## src/rtl/map_pkg.sv

```systemverilog
// ============================================================================
// Module      : map_pkg
// Description : Map geometry, command opcodes and painter FSM states shared
//               by the map painter and the map renderer.
// Revision    : 1.0 - initial release
// ============================================================================
`default_nettype none

package map_pkg;

  localparam int MAP_WIDTH  = 160;
  localparam int MAP_HEIGHT = 90;
  localparam int MAP_DEPTH  = MAP_WIDTH * MAP_HEIGHT;
  localparam int MAP_ADDR_W = $clog2(MAP_DEPTH);

  typedef enum logic [1:0] {
    OP_PLOT  = 2'd0,
    OP_RECT  = 2'd1,
    OP_CLEAR = 2'd2,
    OP_RSVD  = 2'd3
  } map_op_e;

  typedef enum logic [1:0] {
    ST_IDLE  = 2'd0,
    ST_PLOT  = 2'd1,
    ST_RECT  = 2'd2,
    ST_CLEAR = 2'd3
  } map_state_e;

endpackage

`default_nettype wire

```

## src/rtl/map_painter.sv

```systemverilog
// ============================================================================
// Module      : map_painter
// Description : Paints PLOT / RECT / CLEAR commands into the texel map RAM,
//               one texel per cycle, through RAM port A.
// Revision    : 1.0 - initial release
// ============================================================================
`default_nettype none

module map_painter
  import map_pkg::*;
#(
  parameter int   WIDTH  = MAP_WIDTH,
  parameter int   HEIGHT = MAP_HEIGHT,
  localparam int  AW     = $clog2(WIDTH * HEIGHT)
) (
  input  wire logic          pixel_clk_in,
  input  wire logic          rst_in,
  input  wire logic          cmd_valid_in,
  output logic               cmd_ready_out,
  input  wire logic [1:0]    cmd_op_in,
  input  wire logic [7:0]    cmd_x0_in,
  input  wire logic [7:0]    cmd_x1_in,
  input  wire logic [6:0]    cmd_y0_in,
  input  wire logic [6:0]    cmd_y1_in,
  input  wire logic [3:0]    cmd_color_in,
  output logic [AW-1:0]      wr_addr_out,
  output logic [3:0]         wr_data_out,
  output logic               wr_en_out,
  output logic               done_out
);

  localparam logic [7:0]    XMAX     = 8'(WIDTH - 1);
  localparam logic [6:0]    YMAX     = 7'(HEIGHT - 1);
  localparam logic [AW-1:0] ROW_STEP = AW'(WIDTH);

  map_state_e    state_q, state_d;
  logic [7:0]    x_q, x_d;
  logic [7:0]    x0_q, x0_d;
  logic [7:0]    x1_q, x1_d;
  logic [6:0]    y_q, y_d;
  logic [6:0]    y1_q, y1_d;
  logic [AW-1:0] base_q, base_d;
  logic [3:0]    color_q, color_d;
  logic          hit_q, hit_d;

  logic          wr_en;
  logic          done;
  logic [7:0]    x0_clamp;
  logic [7:0]    x1_clamp;
  logic [6:0]    y0_clamp;
  logic [6:0]    y1_clamp;

  assign x0_clamp = (cmd_x0_in > XMAX) ? XMAX : cmd_x0_in;
  assign x1_clamp = (cmd_x1_in > XMAX) ? XMAX : cmd_x1_in;
  assign y0_clamp = (cmd_y0_in > YMAX) ? YMAX : cmd_y0_in;
  assign y1_clamp = (cmd_y1_in > YMAX) ? YMAX : cmd_y1_in;

  always_ff @(posedge pixel_clk_in) begin
    if (rst_in) begin
      state_q <= ST_IDLE;
      x_q     <= '0;
      x0_q    <= '0;
      x1_q    <= '0;
      y_q     <= '0;
      y1_q    <= '0;
      base_q  <= '0;
      color_q <= '0;
      hit_q   <= 1'b0;
    end else begin
      state_q <= state_d;
      x_q     <= x_d;
      x0_q    <= x0_d;
      x1_q    <= x1_d;
      y_q     <= y_d;
      y1_q    <= y1_d;
      base_q  <= base_d;
      color_q <= color_d;
      hit_q   <= hit_d;
    end
  end

  always_comb begin
    state_d = state_q;
    x_d     = x_q;
    x0_d    = x0_q;
    x1_d    = x1_q;
    y_d     = y_q;
    y1_d    = y1_q;
    base_d  = base_q;
    color_d = color_q;
    hit_d   = hit_q;
    wr_en   = 1'b0;
    done    = 1'b0;

    unique case (state_q)
      ST_IDLE: begin
        if (cmd_valid_in) begin
          color_d = cmd_color_in;
          hit_d   = 1'b0;
          // Commands that write nothing park in PLOT with hit clear so they
          // still complete with a single done pulse one cycle later.
          case (map_op_e'(cmd_op_in))
            OP_PLOT: begin
              state_d = ST_PLOT;
              hit_d   = (cmd_x0_in <= XMAX) && (cmd_y0_in <= YMAX);
              x_d     = x0_clamp;
              base_d  = AW'(y0_clamp) * ROW_STEP;
            end
            OP_RECT: begin
              if ((cmd_x0_in > cmd_x1_in) || (cmd_y0_in > cmd_y1_in)) begin
                state_d = ST_PLOT;
              end else begin
                state_d = ST_RECT;
                x_d     = x0_clamp;
                x0_d    = x0_clamp;
                x1_d    = x1_clamp;
                y_d     = y0_clamp;
                y1_d    = y1_clamp;
                base_d  = AW'(y0_clamp) * ROW_STEP;
              end
            end
            OP_CLEAR: begin
              state_d = ST_CLEAR;
              x_d     = '0;
              x0_d    = '0;
              x1_d    = XMAX;
              y_d     = '0;
              y1_d    = YMAX;
              base_d  = '0;
            end
            default: begin
              state_d = ST_PLOT;
            end
          endcase
        end
      end

      ST_PLOT: begin
        wr_en   = hit_q;
        done    = 1'b1;
        state_d = ST_IDLE;
      end

      ST_RECT, ST_CLEAR: begin
        wr_en = 1'b1;
        if (x_q == x1_q) begin
          if (y_q == y1_q) begin
            done    = 1'b1;
            state_d = ST_IDLE;
          end else begin
            x_d    = x0_q;
            y_d    = y_q + 7'd1;
            base_d = base_q + ROW_STEP;
          end
        end else begin
          x_d = x_q + 8'd1;
        end
      end

      default: begin
        state_d = ST_IDLE;
      end
    endcase
  end

  // Reset gates the strobes immediately so an aborted command cannot finish.
  assign cmd_ready_out = (state_q == ST_IDLE) && !rst_in;
  assign wr_en_out     = wr_en && !rst_in;
  assign done_out      = done && !rst_in;
  assign wr_addr_out   = wr_en ? (base_q + AW'(x_q)) : '0;
  assign wr_data_out   = wr_en ? color_q : '0;

endmodule

`default_nettype wire

```

## config.mk

```make
export PLATFORM = sky130hd
export DESIGN_NAME = map_painter
export DESIGN_NICKNAME = d
export VERILOG_FILES = /design/src/rtl/map_pkg.sv /design/src/rtl/map_painter.sv
export SDC_FILE = /design/constraint.sdc
export NUM_CORES = 1
export LEC_CHECK = 0
export ABC_CLOCK_PERIOD_IN_PS = 6300
export CORE_UTILIZATION = 45
export DETAILED_ROUTE_END_ITERATION = 12
export GPL_ROUTABILITY_DRIVEN = 1
export PLACE_DENSITY_LB_ADDON = 0.3
export SYNTH_ARGS = -nofsm -noshare
export SYNTH_HDL_FRONTEND = slang
export SYNTH_SLANG_ARGS = --single-unit
export TNS_END_PERCENT = 30
```

## constraint.sdc

```tcl
create_clock -name pixel_clk_in -period 6.3 [get_ports pixel_clk_in]
set_input_delay 0.63 -clock pixel_clk_in [delete_from_list [all_inputs] [get_ports pixel_clk_in]]
set_output_delay 0.63 -clock pixel_clk_in [all_outputs]
set_load 0.005 [all_outputs]
```

==> Word level (Yosys, flattened, before mapping) <==
Cells that the tools add are included.
{ "op_classes": {"n_addsub": 4, "multipliers": 1, "n_lt_le_gt_ge": 8, "eq_ne": 16, "muxes": 40, "reduce_logical": 17} }
{ "op_table": {"columns": ["cell", "count"], "rows": [
  ["$mux W14", 5],
  ["$mux W8", 7],
  ["$mux W7", 7],
  ["$pmux W8 S2", 3],
  ["$pmux W14 S3", 1],
  ["$pmux W7 S2", 3],
  ["$pmux W14 S2", 1],
  ["$pmux W8 S3", 1],
  ["$gt A8 B8 Y1 const B", 2],
  ["$add A14 B8 Y14", 1],
  ["$add A14 B8 Y14 const B", 1],
  ["$gt A7 B7 Y1 const B", 2],
  ["$reduce_and A6 Y1", 2],
  ["$ne A2 B2 Y1 const B", 5],
  ["$mul A7 B3 Y9 const B", 1],
  ["$add A8 B1 Y8 const B", 1],
  ["$eq A8 B8 Y1", 1],
  ["$gt A8 B8 Y1", 1],
  ["$le A8 B8 Y1 const B", 1],
  ["$mux W2", 4],
  ["$add A7 B1 Y7 const B", 1],
  ["$eq A7 B7 Y1", 1],
  ["$gt A7 B7 Y1", 1],
  ["$le A7 B7 Y1 const B", 1],
  ["20 further kinds", 32]
]} }
{ "word_totals": {"regBits": 59, "in_bits": 39, "wordCells": 95} }

==> Depth between registers and ports, before layout <==
{ "logic_depth": {"word_depth": 7, "ltp_mapped": 12, "ltp_nobuf": 12} }

==> Least setup slack after synthesis <==
OpenSTA, ideal clock, no wires.
{ "synth_timing": {"path_kind": "in2reg", "from": "input cmd_y0_in[1]", "to": "register base_q[12]", "t_arrival_ns": 2.877, "required_ns": 6.220, "setup_slack_ns": 3.344, "stages": 12, "cell_sequence": "o211a_1 -> o21ai_1 -> and2_1 -> ha_1 -> ha_1 -> fa_1 -> a21oi_1 -> nor2_1 -> nor2_1 -> xnor2_1 -> a22oi_1 -> a211oi_2"} }
{ "synth_between": {"elab_chain_cells": 7, "elab_cells_between_ends": 11} }
{ "synth_lines": {"columns": ["element", "line", "text"], "rows": [
  ["start, declared", "map_painter.sv:23", "input wire logic [6:0] cmd_y0_in,"],
  ["$gt A7 B7 Y1", "map_painter.sv:55", "assign y0_clamp = (cmd_y0_in > YMAX) ? YMAX : cmd_y0_in;"],
  ["$mux W7", "map_painter.sv:55", null],
  ["$mul A7 B3 Y9", "map_painter.sv:107, map_painter.sv:119", null],
  ["$mux W14", "map_painter.sv:110", "if ((cmd_x0_in > cmd_x1_in) || (cmd_y0_in > cmd_y1_in)) begin"],
  ["$pmux W14 S3", "map_painter.sv:102", "case (map_op_e'(cmd_op_in))"],
  ["$mux W14", "map_painter.sv:97", "if (cmd_valid_in) begin"],
  ["$pmux W14 S2", "map_painter.sv:95", "unique case (state_q)"],
  ["end signal, assigned", "map_painter.sv:76", "base_q <= base_d;"],
  ["end, declared", "map_painter.sv:42", "logic [AW-1:0] base_q, base_d;"]
]} }
Parallel ways exist; a longest one is shown, timed or not. The select of a mux whose other input is x is not followed.
A chain may end at the register's enable or synchronous reset.

==> Final worst setup path <==
{ "layout_timing": {"from": "input cmd_y0_in[2]", "to": "register base_q[12]"} }
The elaborated chain is that of the path after synthesis.

==> parameters.txt <==
Parameter                              Value

Outcome
  Status    completed

Global routing
  Met1 capacity usage during global routing    30.7%
  Final global-route overflow total    0
  Pin count of the biggest net entering global routing    36
  GR Layer Usage met2    38.4%
  Number of global-route vias before repair    3518
  First-pass GRT wire length    16600 µm
  GR peak layer    met2
  Number of antenna violations at the first check in global routing    0
  Total routing resource utilization after global routing    22.9%
  GR Util met3    3.08%

Clock tree
  Buffer type at the clock tree root    sky130_fd_sc_hd__clkbuf_8
  Maximum count of clock buffers along a single path    2
  TritonCTS clock tree    built
  Hold bufs inserted after CTS    0
  Reg clk slew, reported paths    0.10 ns
  Post-cts resize count    0
  Number of H-tree levels    2
  Number of buffers added for setup after CTS    0
  Clock buffers created by TritonCTS    5
  Worst-Skew Late Latency    0.31 ns
  Number of sinks on the clock net    54

STA
  Time the final worst path needs with I/O delays and setup    3.46 ns
  Portion of the clock cycle consumed by the worst path in the final layout    54.9%
  Final-report hold violation count    0
  Remaining max-slew budget at the tightest pin    47.4%
  Final Max Tran Viols    0
  Fin Clk Skew    0.00914 ns
  Worst Tran Pin Value    0.785 ns
  Setup repair after global routing missed its margin    false
  Max frequency    289 MHz
  Setup Viol. Count Final    0
  Final TNS setup    0 ns

Routing
  Post-detailed-routing wire length    10100 µm
  Vias per std cell    5.79
  Number of nets still failing antenna checks after routing    0
  Vias    3710
  Starting DRT DRC Count    267
  # DRC    0
  Wirelength per Cell    15.8 µm
  Length of the first detailed-routing pass in iterations    4

Synth
  Post-synthesis async set-or-reset flop share    0%
  Seq cells post-synth    54
  Mean Syn Cell Area    8.11 µm²
  Synthesized cell area    3990 µm²
  EDFF count, synth    0
  Synthesis Warnings    0
  Top_reg_cell synth    sky130_fd_sc_hd__dfxtp_1
  Synth Instances    492
  Library cell with the largest summed area after synthesis    sky130_fd_sc_hd__dfxtp_1
  Main area contributors after synthesis    sky130_fd_sc_hd__dfxtp_1 27%, sky130_fd_sc_hd__ha_1 9.4%, sky130_fd_sc_hd__nor2_1 6.2%
  Post-synthesis sequential area ratio    27.1%
  Post-synth net total    562
  Top-area cell type share of the netlist area    27.1%
  Number of different library cells in the post-synthesis netlist    65

Power and ir drop
  Pwr Density    207 nW/µm²
  Leakage    1.88 nW
  Worst VDD drop    0.120 mV

Final layout
  Most frequent standard cell in the layout excluding fill and tap cells    sky130_fd_sc_hd__nor2_1
  Top library cells by usage in the layout, fill and taps aside    66 x sky130_fd_sc_hd__nor2_1, 58 x sky130_fd_sc_hd__clkdlybuf4s50_1, 54 x sky130_fd_sc_hd__dfxtp_1
  Post-layout nets    605
  Syn-to-layout area delta    18.7%
  Share of final-layout standard cells stronger than drive strength 1    6.16%
  Fraction of the core area covered by cells at the end of the flow    56.5%
  Final antenna diode count    0

Setup path
  Crit path DAT    3.69 ns
  Startpoint-to-endpoint class of the critical path    in2reg
  Crit path launch type    primary input
  Peak fanout along the critical path    8
  Capturing element type of the critical path    flip-flop
  Worst Path Required    6.54 ns

Die
  Number of placement rows    33
  Placeable core area    8380 µm²
  Top Ports    60
  Die Y    96.2 µm
  Starting density of the core    47.6%
  DIE WIDTH    96.2 µm
  Floorplan die area    9250 µm²

Hold path
  Classification of the worst-slack hold path    reg2reg

Job
  Number of maximum-capacitance violations    0

Place
  Final estimated routing congestion in global placement    0.902
  Port Buffers    59
  Final HPWL from detailed placement    7790 µm
## worst max-delay path, stage by stage
cell and delay, ns:
sky130_fd_sc_hd__clkdlybuf4s50_1 0.53, sky130_fd_sc_hd__o211a_1 0.26, sky130_fd_sc_hd__o21ai_1 0.37, sky130_fd_sc_hd__and2_1 0.24, sky130_fd_sc_hd__ha_1 0.24, sky130_fd_sc_hd__ha_1 0.23, sky130_fd_sc_hd__fa_1 0.40, sky130_fd_sc_hd__a21oi_1 0.16
sky130_fd_sc_hd__nor2_1 0.05, sky130_fd_sc_hd__nor2_1 0.11, sky130_fd_sc_hd__xnor2_1 0.13, sky130_fd_sc_hd__a22oi_1 0.09, sky130_fd_sc_hd__a211oi_2 0.25
## kinds of logic after synthesis
group	after synthesis	synth area share (%)
AO/OA/AOI/OAI	108	20.2
XOR/XNOR	40	8.97
adder cells (fa/ha/maj)	31	9.91
buffers and inverters	52	5.86
flip-flops	54	27.1
multiplexers	17	4.30
AND/OR/NAND/NOR	190	23.6
## Yosys cell counts, drive strengths merged (3+ instances only)
master    n
a211oi    6
a21o      3
a21oi    24
a221oi    3
a22oi     5
a31oi     5
and2      3
and3      9
buf       8
clkbuf   18
dfxtp    54
ha       30
inv      24
mux2i    16
nand2    27
nand3    23
nand3b    3
nand4    11
nor2     67
nor2b    16
nor3     13
nor4      5
o211ai    5
o21a      4
o21ai    17
o22ai    13
o2bb2ai   5
o311ai    4
or2       4
or3       3
xnor2    24
xor2     16
## registers in the layout, summed over array words and instances, names as in the netlist
| name | count |
|---|---|
| x1_q | 8 |
| y1_q | 7 |
| base_q | 9 |
| x0_q | 8 |
| hit_q | 1 |
| x_q | 8 |
| color_q | 4 |
| y_q | 7 |
| state_q | 2 |
## area by class of cell
| cell class | count | area (µm²) |
|---|---|---|
| Clock buffer | 6 | 82.6 |
| Tap cell | 105 | 131 |
| Fill cell | 800 | 3650 |
| Sequential cell | 54 | 1080 |
| Inverter | 26 | 97.6 |
| Clock inverter | 2 | 60.1 |
| Timing Repair Buffer | 62 | 608 |
| Multi-Input combinational cell | 386 | 2680 |
## per-layer routing
layer / vias up / wire length [µm]
met3: 16 / 505
li1: 1850 / -
met2: 110 / 4810
met5: - / 0
met4: 0 / 146
met1: 1734 / 4680
## stage by stage
step / cell area [µm²] / power [mW] / setup WS (ns) / cells / hold WS, ns
6_report: 4740 / 0.982 / 2.84 / 641 / 0.463
2_1_floorplan: 3990 / 0.614 / 3.34 / 492 / 0.427
5_1_grt: 4740 / 1.03 / 2.57 / 641 / 0.488
4_1_cts: 4740 / 0.982 / 2.85 / 641 / 0.463
3_5_place_dp: 4590 / 0.697 / 2.52 / 633 / 0.446
3_3_place_gp: 4590 / 0.687 / 2.57 / 633 / 0.440
## final timing paths
path	start	to	slack (ns)	cells past startpoint
min	color_q[3]	color_q[3]	0.46	2
max reg2reg	state_q[1]	base_q[8]	3.65	7
min reg2reg	color_q[3]	color_q[3]	0.46	2
max	cmd_y0_in[2]	base_q[12]	2.84	13
## power breakdown
group	switching [mW]	internal [mW]
Sequential	0.0343	0.368
Clock	0.120	0.170
Combinational	0.159	0.131
No activity file was read; power rests on OpenSTA's default activity.
